### src/rtl/ascii_case_pkg.sv
// Shared definitions for the streaming ASCII case converter:
// transform modes, letter bounds and a range helper.
package ascii_case_pkg;

  typedef enum logic [1:0] {
    MODE_PASS   = 2'b00,
    MODE_UPPER  = 2'b01,
    MODE_LOWER  = 2'b10,
    MODE_TOGGLE = 2'b11
  } mode_e;

  localparam logic [7:0] CH_a = 8'h61;
  localparam logic [7:0] CH_z = 8'h7A;
  localparam logic [7:0] CH_A = 8'h41;
  localparam logic [7:0] CH_Z = 8'h5A;

  localparam int CASE_BIT = 5;

  function automatic logic in_range(
    input logic [7:0] b,
    input logic [7:0] lo,
    input logic [7:0] hi
  );
    return (b >= lo) && (b <= hi);
  endfunction

endpackage

### src/rtl/ascii_case_lane.sv
// One byte lane of the case converter: combinational
// transform plus a flag telling whether the byte changed.
module ascii_case_lane
  import ascii_case_pkg::*;
(
  input  logic [7:0] i_byte,
  input  logic [1:0] i_mode,
  input  logic       i_keep,
  output logic [7:0] o_byte,
  output logic       o_changed
);

  logic       w_is_lo;
  logic       w_is_up;
  logic [7:0] w_res;

  assign w_is_lo = in_range(i_byte, CH_a, CH_z);
  assign w_is_up = in_range(i_byte, CH_A, CH_Z);

  // Letters differ only in the case bit; everything else passes.
  always_comb begin
    w_res = i_byte;
    unique case (mode_e'(i_mode))
      MODE_PASS: ;
      MODE_UPPER: begin
        if (w_is_lo) w_res[CASE_BIT] = 1'b0;
      end
      MODE_LOWER: begin
        if (w_is_up) w_res[CASE_BIT] = 1'b1;
      end
      MODE_TOGGLE: begin
        if (w_is_lo || w_is_up)
          w_res[CASE_BIT] = ~i_byte[CASE_BIT];
      end
    endcase
  end

  // Unkept lanes ride through untouched and never count.
  assign o_byte    = i_keep ? w_res : i_byte;
  assign o_changed = i_keep && (w_res != i_byte);

endmodule

### src/rtl/ascii_case_stream.sv
// Multi-lane streaming case converter with a 2-entry skid
// buffer (output reg + skid reg) and a changed-byte counter.
module ascii_case_stream
  import ascii_case_pkg::*;
#(
  parameter int LANES   = 4,
  parameter int COUNT_W = 16
) (
  input  logic                 clk,
  input  logic                 rst,
  input  logic [1:0]           mode,
  input  logic                 in_valid,
  output logic                 in_ready,
  input  logic [8*LANES-1:0]   in_data,
  input  logic [LANES-1:0]     in_keep,
  output logic                 out_valid,
  input  logic                 out_ready,
  output logic [8*LANES-1:0]   out_data,
  output logic [LANES-1:0]     out_keep,
  input  logic                 clear_count,
  output logic [COUNT_W-1:0]   conv_count
);

  localparam int DW = 8 * LANES;
  localparam int PW = $clog2(LANES + 1);
  localparam int SW = COUNT_W + PW;

  localparam logic [SW-1:0] SAT =
    {{PW{1'b0}}, {COUNT_W{1'b1}}};

  logic [DW-1:0]      w_xf_data;
  logic [LANES-1:0]   w_chg;
  logic [PW-1:0]      w_pop;
  logic [SW-1:0]      w_sum;
  logic [COUNT_W-1:0] w_count_inc;

  logic               w_accept;
  logic               w_load;
  logic               w_skid_next;

  logic               r_in_ready;
  logic               r_out_valid;
  logic [DW-1:0]      r_out_data;
  logic [LANES-1:0]   r_out_keep;
  logic               r_skid_valid;
  logic [DW-1:0]      r_skid_data;
  logic [LANES-1:0]   r_skid_keep;
  logic [COUNT_W-1:0] r_count;

  for (genvar g = 0; g < LANES; g++) begin : g_lane
    ascii_case_lane u_lane (
      .i_byte    (in_data[8*g +: 8]),
      .i_mode    (mode),
      .i_keep    (in_keep[g]),
      .o_byte    (w_xf_data[8*g +: 8]),
      .o_changed (w_chg[g])
    );
  end

  assign w_accept = in_valid && r_in_ready;
  assign w_load   = !r_out_valid || out_ready;

  // Skid occupancy after this edge; in_ready is its registered inverse.
  always_comb begin
    w_skid_next = r_skid_valid;
    if (w_load)
      w_skid_next = 1'b0;
    else if (w_accept)
      w_skid_next = 1'b1;
  end

  // Output register refills from skid first to keep beat order.
  always_ff @(posedge clk) begin
    if (rst) begin
      r_out_valid  <= 1'b0;
      r_out_data   <= '0;
      r_out_keep   <= '0;
      r_skid_valid <= 1'b0;
      r_skid_data  <= '0;
      r_skid_keep  <= '0;
      r_in_ready   <= 1'b0;
    end else begin
      r_in_ready   <= !w_skid_next;
      r_skid_valid <= w_skid_next;
      if (w_load) begin
        if (r_skid_valid) begin
          r_out_valid <= 1'b1;
          r_out_data  <= r_skid_data;
          r_out_keep  <= r_skid_keep;
        end else if (w_accept) begin
          r_out_valid <= 1'b1;
          r_out_data  <= w_xf_data;
          r_out_keep  <= in_keep;
        end else begin
          r_out_valid <= 1'b0;
        end
      end else if (w_accept) begin
        r_skid_data <= w_xf_data;
        r_skid_keep <= in_keep;
      end
    end
  end

  // Number of kept lanes altered in the offered beat.
  always_comb begin
    w_pop = '0;
    for (int i = 0; i < LANES; i++)
      w_pop = w_pop + PW'(w_chg[i]);
  end

  // Widened add so the saturation test cannot itself wrap.
  always_comb begin
    w_sum = SW'(r_count) + SW'(w_pop);
    if (w_sum > SAT)
      w_count_inc = '1;
    else
      w_count_inc = w_sum[COUNT_W-1:0];
  end

  // Counter: clear beats a same-cycle increment.
  always_ff @(posedge clk) begin
    if (rst)
      r_count <= '0;
    else if (clear_count)
      r_count <= '0;
    else if (w_accept)
      r_count <= w_count_inc;
  end

  assign in_ready   = r_in_ready;
  assign out_valid  = r_out_valid;
  assign out_data   = r_out_data;
  assign out_keep   = r_out_keep;
  assign conv_count = r_count;

endmodule
### config.mk
export PLATFORM = sky130hd
export DESIGN_NAME = ascii_case_stream
export DESIGN_NICKNAME = d
export VERILOG_FILES = /design/src/rtl/ascii_case_pkg.sv /design/src/rtl/ascii_case_lane.sv /design/src/rtl/ascii_case_stream.sv
export SDC_FILE = /design/constraint.sdc
export NUM_CORES = 1
export LEC_CHECK = 0
export ABC_CLOCK_PERIOD_IN_PS = 6360
export CORE_ASPECT_RATIO = 0.8
export CORE_MARGIN = 1.5
export CORE_UTILIZATION = 30
export DETAILED_ROUTE_END_ITERATION = 7
export HOLD_SLACK_MARGIN = 0.03
export PLACE_DENSITY_LB_ADDON = 0.1
export SYNTH_ARGS = -nofsm -noshare
export SYNTH_HDL_FRONTEND = slang
export SYNTH_SLANG_ARGS = --single-unit
### constraint.sdc
create_clock -name clk -period 6.36 [get_ports clk]
set_input_delay 0.954 -clock clk [delete_from_list [all_inputs] [get_ports clk]]
set_output_delay 0.954 -clock clk [all_outputs]
set_load 0.02 [all_outputs]
==> results.md, run 1 <==
- Status: complete, no violations
- Slew Limit Fails: 0
- Synth Area in XOR/XNOR: 0.00210
- P_leak: 0.00185 uW
- Syn nets: ~540
- Mapped Area: 4160 um^2
- DR WL/cell: 14.8 um
- Hold-fix buffers at CTS: 0
- Routed WL: 11200 um
- DP HPWL: approximately 7500 um
- CP most frequent cell: fa_1
- CTS buffer count: 9
- Fraction of the mapped netlist area in simple logic gates: 0.205
- Largest net degree at the start of global routing: 68
- First-pass GRT wire length: 18600 um
- Core Util, Final: 0.412
- CP max FO: 10
- Post-synthesis register bit count: 91
- Crit start category: primary input
- CTS tree: yes
- Core area: about 14000 um^2
- Post-synthesis mux area share: 0.0821
- # Post-CTS Setup Buffers: 0
- Max H-tree Level: 3
- Async SR Flop Fraction: 0
- Top delay family on crit path: adder cells
- CP max stage delay: 0.56 ns
- Post-DRT Antenna Nets: 0
- Fraction of layout cells with a size suffix above 1: 0.0535
- Layout net count: slightly above 600
- Horiz. Die Dim: 135 um
- Synth Flop Type: dfxtp_1
- Slew Limit Headroom: 0.393
- Initial antenna violation count: 0
- Sequential element share of the synthesized area: 0.438
- Setup Viol. Count Final: 0
- # DRC: 0
- Synth Area per Inst: ~8.4 um^2
- Final Cycle Share: 0.736
- Via count: approximately 3800
- Later-pin clock latency in the skew report: 0.34 ns
- Clk slew on worst S/H paths: about 0.060 ns
- Adder-cell share of the synthesized area: 0.0174
- GPL Wtd Cong: 0.814
- Max Cap Violations: 0
- Row cnt: 38
- Clock Sinks: 91
- Synth cell types: 57
- Worst-path cell chain: clkdlybuf4s50_1 > nor4bb_1 > nor3_1 > o31ai_1 > o211ai_1 > fa_1 > inv_1 > fa_1 > fa_1 > nand4_2 > o31a_1 > a21oi_1 > o211a_1
- 1st-iter DRT viols: 236
- Drt pass-1 iters: 4
- Power per cell area: 245 nW/um^2
- Io pins: 97
- Hold Path Class: reg -> reg
- N_diodes: 0
- CP Capture Type: flop
- TNS Setup: 0 ns
- GRT Residual Overflow: 0
- Root buffer cell: clkbuf_16
- Worst Tran Pin Value: 0.911 ns
- Setup Skew: 0.00640 ns
- Layout area overhead: 34.2%
- Critical Path RT: 6.59 ns
- Largest family of logic cells by synthesized area: compound AO/OA/AOI/OAI gates
- Yosys Warn Count: 0
- Die Y: 108 um
- Max VDD drop: 0.118 mV
- Syn Inst Count: 494
- Arrival time worst endpoint: between 4 and 5 ns
- Synth Area in Compound Gates: 0.216
- WP buf/inv: 2
- Final hold vios: 0
- Critical path type: in -> reg
- Post_cts resized: 0
- CP max-delay cell: clkdlybuf4s50_1
- GR Util All Layers: 0.161
- I/O Buffers: 96
- Tmin final: 4.68 ns
- Number of synthesized flops with an enable pin: 0
- Unrepaired setup endpoints after global routing: false
- Die area: 14600 um^2
- Vias in the first global route: 3588
- Max frequency: 214 MHz
- Initial Util: 0.307
- Avg Vias per Cell: around 4.9
- Bufs on Longest Clock Path: 2
-- path summary, 6_finish.rpt --
check | start | end | slack, ns | depth (start not counted)
max reg2reg | conv_count[0]$_SDFFE_PP0P_ | conv_count[3]$_SDFFE_PP0P_ | 3.32 | 9
min reg2reg | r_skid_data[28]$_SDFFE_PP0P_ | r_skid_data[28]$_SDFFE_PP0P_ | 0.45 | 2
min | r_skid_data[28]$_SDFFE_PP0P_ | r_skid_data[28]$_SDFFE_PP0P_ | 0.45 | 2
max | in_data[3] | conv_count[3]$_SDFFE_PP0P_ | 1.68 | 13
-- power by group --
| group | switching [uW] | internal [uW] |
|---|---|---|
| sequential | 12.6 | 591 |
| combinational | 97.6 | 83.5 |
| clock | 220 | 365 |
| total | 330 | 1040 |
-- worst min-delay path, delay by kind of cell (launching register included) --
family             cells  cell delay [ns]
and+or+nand+nor        1             0.05
DFF                    1             0.31
AOI/OAI and AO/OA      1             0.05
-- cells in the mapped netlist, types with 3 or more instances --
library cell / n / area (um^2)
dfxtp_1: 91 / 1820
nand2_1: 85 / 319
nor2_1: 55 / 206
a21oi_1: 53 / 265
a211oi_1: 36 / 270
mux2i_1: 33 / 330
clkbuf_1: 19 / 71.3
nor3_1: 12 / 60.1
inv_1: 8 / 30.0
o21ai_0: 8 / 40.0
a31oi_1: 6 / 37.5
buf_2: 6 / 30.0
nand2b_1: 6 / 37.5
nand3_1: 6 / 30.0
a311oi_1: 5 / 43.8
buf_1: 5 / 18.8
nand4_1: 4 / 25.0
nor2b_1: 4 / 25.0
o211ai_1: 4 / 30.0
and2_1: 3 / 18.8
fa_1: 3 / 60.1
-- sequential cells by signal, indices dropped and copies added (netlist names) --
name and count:
conv_count 16, in_ready 1, out_data 32, out_keep 4, out_valid 1, r_skid_data 32
r_skid_keep 4, r_skid_valid 1
-- layer usage --
layer / vias up / GRT usage / wire (um)
li1: 1928 / - / -
met1: 1724 / 0.226 / 5690
met2: 84 / 0.242 / 4830
met3: 14 / 0.0408 / 499
met4: 0 / 0.0515 / 182
met5: - / 0 / 0
-- stage by stage --
| stage | setup slack (ns) | power [uW] | instances | cell area [um^2] | hold slack, ns |
|---|---|---|---|---|---|
| 3_3_place_gp | 1.46 | 798 | 743 | 5260 | 0.441 |
| 4_1_cts | 1.67 | 1400 | 759 | 5590 | 0.456 |
| 3_5_place_dp | 1.29 | 799 | 743 | 5260 | 0.446 |
| 5_1_grt | 1.45 | 1440 | 759 | 5590 | 0.470 |
| 6_report | 1.68 | 1370 | 759 | 5590 | 0.454 |
| 2_1_floorplan | 2.39 | 707 | 494 | 4160 | 0.436 |
-- placed cells by master, fill, tap and decap left out, types with 2 or more instances in the layout --
master           instances
bufinv_16                2
o221a_1                  2
a21o_1                   2
a21oi_1                 53
nand3_1                  6
nand2b_1                 6
a211oi_1                36
dfxtp_1                 90
o21ai_0                  8
nor4_1                   2
mux2i_1                 33
o211ai_1                 4
nor2_1                  53
clkbuf_8                 2
a311oi_1                 5
clkbuf_16                9
buf_4                    5
a2bb2oi_1                2
inv_1                    8
nand2_1                 85
o21a_1                   2
and2_1                   3
a31oi_1                  6
clkdlybuf4s50_1         95
nand4_1                  4
fa_1                     3
o211a_1                  2
nor3_1                  12
nor2b_1                  4
-- area by class of cell --
cell class	instances	area, um^2
inverters	8	30.0
clock inverters	4	72.6
multi-input cells	363	2180
well taps	180	225
repair buffers	101	993
fillers	1349	7970
clock buffers	12	256
flip-flops and latches	91	1820
-- kinds of logic after synthesis --
kind of cell    Yosys count
compound gates          134
xor+xnor                  1
fa+ha+maj                 4
buf+inv                  40
flops                    91
mux                      34
simple gates            190
No activity file was read; power rests on OpenSTA's default activity.
==> run 2: changes to the inputs <==
--- a/config.mk
+++ b/config.mk
@@ -5,7 +5,7 @@
 export SDC_FILE = /design/constraint.sdc
 export NUM_CORES = 1
 export LEC_CHECK = 0
-export ABC_CLOCK_PERIOD_IN_PS = 6360
+export ABC_CLOCK_PERIOD_IN_PS = 4000
 export CORE_ASPECT_RATIO = 0.8
 export CORE_MARGIN = 1.5
 export CORE_UTILIZATION = 30
==> constraint.sdc (replaced) <==
create_clock -name clk -period 4 [get_ports clk]
set_input_delay 0.6 -clock clk [delete_from_list [all_inputs] [get_ports clk]]
set_output_delay 0.6 -clock clk [all_outputs]
set_load 0.02 [all_outputs]
==> run 2 against run 1 <==
  * Cell area grew 4.0%
  * Via count grew 4.3%
  * Global-route usage up 0.21 points
  * Setup slack lost 1.5 ns
  * Final cell count is 3.6% higher
  * Critical endpoint is now conv_count[7]$_SDFFE_PP0P_
==> results.md, run 2 (synthesis gave the netlist of run 1 again) <==
- Initial Util: 0.307
- CTS tree: yes
- Fraction of layout cells with a size suffix above 1: 0.106
- Final hold vios: 0
- Power per cell area: 373 nW/um^2
- N_diodes: 0
- # DRC: 0
- Dpl ws: -0.379 ns
- GPL Wtd Cong: 0.807
- Core Util, Final: 0.429
- Critical path type: in -> reg
- Arrival time worst endpoint: 4.02 ns
- Routed WL: 11700 um
- CP Launch Point: in_data[16]
- Setup slack after layout: 0.201 ns
- Status: complete, no violations
- Max frequency: about 260 MHz
- Commonest non-fill, non-tap cell in the layout: clkdlybuf4s50_1
- CP max FO: 5
- GR Util All Layers: 0.163
- Die area: 14600 um^2
- Avg Vias per Cell: 4.98
- I/O Buffers: 96
- Largest net degree at the start of global routing: 60
- Unrepaired setup endpoints after global routing: false
- First-pass GRT wire length: approximately 19000 um
- Layout area overhead: 39.6%
- Max VDD drop: 0.273 mV
- Later-pin clock latency in the skew report: around 0.34 ns
- Via count: slightly below 4000
- P_leak: 0.00201 uW
- Die Y: 108 um
- TNS Setup: 0 ns
- Drt pass-1 iters: 4
- Slew Limit Fails: 0
- Layout net count: 649
- Max Cap Violations: 0
- Clock Sinks: 91
- Hold-fix buffers at CTS: 0
- 1st-iter DRT viols: 187
- Vias in the first global route: 3646
- Bufs on Longest Clock Path: 2
- Post-DRT Antenna Nets: 0
- Slew Limit Headroom: 0.529
- Hold path startpoint: r_skid_data[25]$_SDFFE_PP0P_
- Setup Viol. Count Final: 0
- Root buffer cell: clkbuf_16
- Worst Tran Pin Value: 0.707 ns
- Row cnt: 38
- CP Capture Type: flop
- Tmin final: around 3.8 ns
- Max H-tree Level: 3
- Horiz. Die Dim: 135 um
- Setup Skew: 0.00887 ns
- DR WL/cell: roughly 15 um
- Most frequent cells in the layout: clkdlybuf4s50_1, dfxtp_1, nand2_1
- Critical Path RT: approximately 4.2 ns
- Hold Path Class: reg -> reg
- Crit start category: primary input
- Initial antenna violation count: 0
- GRT Residual Overflow: 0
- Critical R2R Launch: conv_count[0]$_SDFFE_PP0P_
- Clk slew on worst S/H paths: 0.06 ns
- Io pins: 97
- Final Cycle Share: 0.950
- Core area: 13600 um^2
- CTS buffer count: 9
- DP HPWL: between 8000 and 9000 um
## run 2: changes by cell type in the layout (fill, tap and decap cells not counted), sizes merged
cell	previous run	this run
clkinv	1	3
buf	6	34
dlymetal6s2s	0	3
clkbuf	12	10
clkdlybuf4s50	95	92
clkinvlp	1	0
## run 2: area by class of cell
| type | instances | area (um^2) |
|---|---|---|
| fill | 1382 | 7740 |
| multi-input combinational | 363 | 2200 |
| sequential | 91 | 1820 |
| timing repair buffer | 129 | 1220 |
| clock buffer | 10 | 229 |
| tap | 180 | 225 |
| clock inverter | 5 | 78.8 |
| inverter | 8 | 30.0 |
## run 2: what timing repair did
action	4_1_cts	5_1_grt
pin swaps	0	5
setup endpoints to repair	1	11
cloned	0	0
resized for setup	1	8
buffers inserted	0	1
## run 2: path summary, 6_finish.rpt
check	slack, ns	cells after the start	end
max	0.20	14	conv_count[7]$_SDFFE_PP0P_
min	0.45	2	r_skid_data[25]$_SDFFE_PP0P_
max reg2reg	1.37	10	conv_count[7]$_SDFFE_PP0P_
min reg2reg	0.45	2	r_skid_data[25]$_SDFFE_PP0P_
## run 2: per-layer routing
| layer | wire [um] | GRT usage | up-vias |
|---|---|---|---|
| met2 | 5000 | 0.248 | 110 |
| met4 | 279 | 0.0637 | 0 |
| li1 | - | - | 1987 |
| met3 | 588 | 0.0394 | 24 |
| met5 | 0 | 0 | - |
| met1 | 5840 | 0.223 | 1791 |
## run 2: stage by stage
stage / instance area [um^2] / power, uW / hold slack (ns) / std cells
3_3_place_gp: 5470 / 1290 / 0.442 / 770
5_1_grt: 5810 / 2260 / 0.468 / 786
3_5_place_dp: 5470 / 1290 / 0.448 / 770
2_1_floorplan: 4160 / 1120 / 0.436 / 494
4_1_cts: 5780 / 2200 / 0.457 / 785
6_report: 5810 / 2170 / 0.455 / 786
## run 2: critical path, stage by stage
cell,delay (ns)
clkdlybuf4s50_1,0.46
a21oi_1,0.15
a2bb2oi_1,0.34
nor2b_1,0.27
o21ai_0,0.17
fa_1,0.50
inv_1,0.06
fa_2,0.40
fa_2,0.36
nand4_2,0.13
buf_4,0.14
o31ai_4,0.07
a311oi_1,0.28
nor3_1,0.08
## run 2: report_power, final
group | internal (uW) | switching, uW
Sequential | 939 | 19.6
Combinational | 147 | 161
Clock | 543 | 358
==> run 3: changes to the inputs <==
--- a/config.mk
+++ b/config.mk
@@ -8,7 +8,7 @@
 export ABC_CLOCK_PERIOD_IN_PS = 4000
 export CORE_ASPECT_RATIO = 0.8
 export CORE_MARGIN = 1.5
-export CORE_UTILIZATION = 30
+export CORE_UTILIZATION = 45
 export DETAILED_ROUTE_END_ITERATION = 7
 export HOLD_SLACK_MARGIN = 0.03
 export PLACE_DENSITY_LB_ADDON = 0.1
==> run 3 against run 2 <==
  * Register-to-register slack worse by 0.05 ns
  * Power fell by 6.1%
  * Sequential power hardly changed
  * Die area fell by 33%
  * Sequential cell count did not move
  * Critical path depth stayed put
  * Final cell count fell by 8.1%
  * First-iteration DRC count down 3.7%
  * Clock skew shrank 0.0031 ns
  * Non-clock buffer count rose by 1
  * Cell area is 1.9% lower
  * Critical path type unchanged
  * Largest power group unchanged
  * Highest routed layer unchanged
==> results.md, run 3 (synthesis gave the netlist of run 1 again) <==
- DP HPWL: 7770 um
- Root buffer cell: clkbuf_16
- Clock Sinks: 91
- Vias in the first global route: 3716
- Initial antenna violation count: 0
- First-pass GRT wire length: approximately 18000 um
- Core Util, Final: 0.631
- DR WL/cell: between 15 and 20 um
- Later-pin clock latency in the skew report: 0.34 ns
- Critical path type: in -> reg
- CP most frequent cell: fa_2
- GR Util All Layers: 0.229
- Worst Tran Pin Value: 0.898 ns
- DP Area: 5370 um^2
- Most frequent cells in the layout: clkdlybuf4s50_1, dfxtp_1, nand2_1
- Slew Limit Fails: 0
- # DRC: 0
- Routed WL: around 11000 um
- I/O Buffers: 96
- Hold Path Class: reg -> reg
- Bufs on Longest Clock Path: 2
- Slew Limit Headroom: 0.401
- Setup slack after layout: 0.141 ns
- Io pins: 97
- Critical Path RT: around 4.2 ns
- N_diodes: 0
- Horiz. Die Dim: ~110 um
- Crit start category: primary input
- Layout net count: 650
- GRT Residual Overflow: 0
- Max Cap Violations: 0
- Clk slew on worst S/H paths: 0.06 ns
- Initial Util: 0.461
- GPL Wtd Cong: roughly 0.80
- Power Total: 2040 uW
- CP Capture Type: flop
- Final hold vios: 0
- Setup Skew: 0.00575 ns
- Commonest non-fill, non-tap cell in the layout: clkdlybuf4s50_1
- Worst-path cell chain: clkdlybuf4s50_1 > nor4bb_4 > nor3_1 > o31ai_2 > o211ai_1 > fa_1 > inv_1 > fa_2 > fa_2 > nand4_4 > o31a_1 > buf_6 > a21oi_1 > o211a_1
- Core area: 9040 um^2
- CP max FO: 10
- Max H-tree Level: 3
- Tmin final: 3.86 ns
- Fraction of layout cells with a size suffix above 1: 0.104
- Final Instance Area: 5700 um^2
- WP buf/inv: 3
- CP max stage delay: about 0.53 ns
- Post-DRT Antenna Nets: 0
- 1st-iter DRT viols: 180
- Arrival time worst endpoint: 4.09 ns
- CTS buffer count: 9
- Top delay family on crit path: adder cells
- Non-filler cells, final: 722
- Power per cell area: approximately 360 nW/um^2
- P_leak: approximately 0.0020 uW
- Max VDD drop: 0.280 mV
- Die area: 9840 um^2
- Die Y: 89.0 um
- Status: complete, no violations
- Cells after DPL: just over 700
- Dpl ws: -0.372 ns
- Via count: 3966
- Layout area overhead: 36.9%
- Drt pass-1 iters: 4
- Hold-fix buffers at CTS: 0
- CTS tree: yes
- Largest net degree at the start of global routing: 45
- Avg Vias per Cell: 5.49
- CP max-delay cell: fa_1
- Max frequency: 259 MHz
- Final Cycle Share: 0.965
- Setup Viol. Count Final: 0
- Row cnt: 31
-- run 3: worst min-delay path: stages, from the launching register on --
cell and delay (ns):
dfxtp_1 0.31, nand2_1 0.05, a21oi_1 0.05
-- run 3: routing by layer --
| metal | routed length [um] | GRT usage |
|---|---|---|
| met5 | 0 | 0 |
| met3 | 585 | 0.0542 |
| met1 | 5260 | 0.311 |
| met4 | 131 | 0.0676 |
| met2 | 4950 | 0.368 |
-- run 3: path summary, 6_finish.rpt --
kind / start / to / slack [ns] / depth (start not counted)
max: in_data[3] / conv_count[3]$_SDFFE_PP0P_ / 0.14 / 14
min: r_skid_data[1]$_SDFFE_PP0P_ / r_skid_data[1]$_SDFFE_PP0P_ / 0.45 / 2
max reg2reg: conv_count[0]$_SDFFE_PP0P_ / conv_count[3]$_SDFFE_PP0P_ / 1.32 / 10
min reg2reg: r_skid_data[1]$_SDFFE_PP0P_ / r_skid_data[1]$_SDFFE_PP0P_ / 0.45 / 2
-- run 3: report_power, final --
group,switching [uW],leakage [uW],internal (uW),total (uW)
registers,20.8,0.000742,940,960
logic,160,0.00111,148,309
clock network,332,0.000126,434,766
-- run 3: repair_timing --
item / CTS / global route
endpoints found under the setup margin: 2 / 15
gates resized for setup: 3 / 8
pin swaps: 2 / 5
buffers inserted: 1 / 2
-- run 3: final cells by class --
| class | instances | area (um^2) |
|---|---|---|
| Fill cell | 809 | 3340 |
| Clock buffer | 13 | 250 |
| Sequential cell | 91 | 1820 |
| Multi-Input combinational cell | 363 | 2220 |
| Tap cell | 115 | 144 |
| Timing Repair Buffer | 130 | 1220 |
| Clock inverter | 2 | 12.5 |
| Inverter | 8 | 30.0 |
-- run 3: stage by stage --
step	TNS (ns)	hold slack, ns
after global routing	-0.0365	0.468
after floorplan	0	0.436
after CTS	0	0.454
after detailed placement	-4.05	0.446
final	0	0.452
after global placement	-2.53	0.442
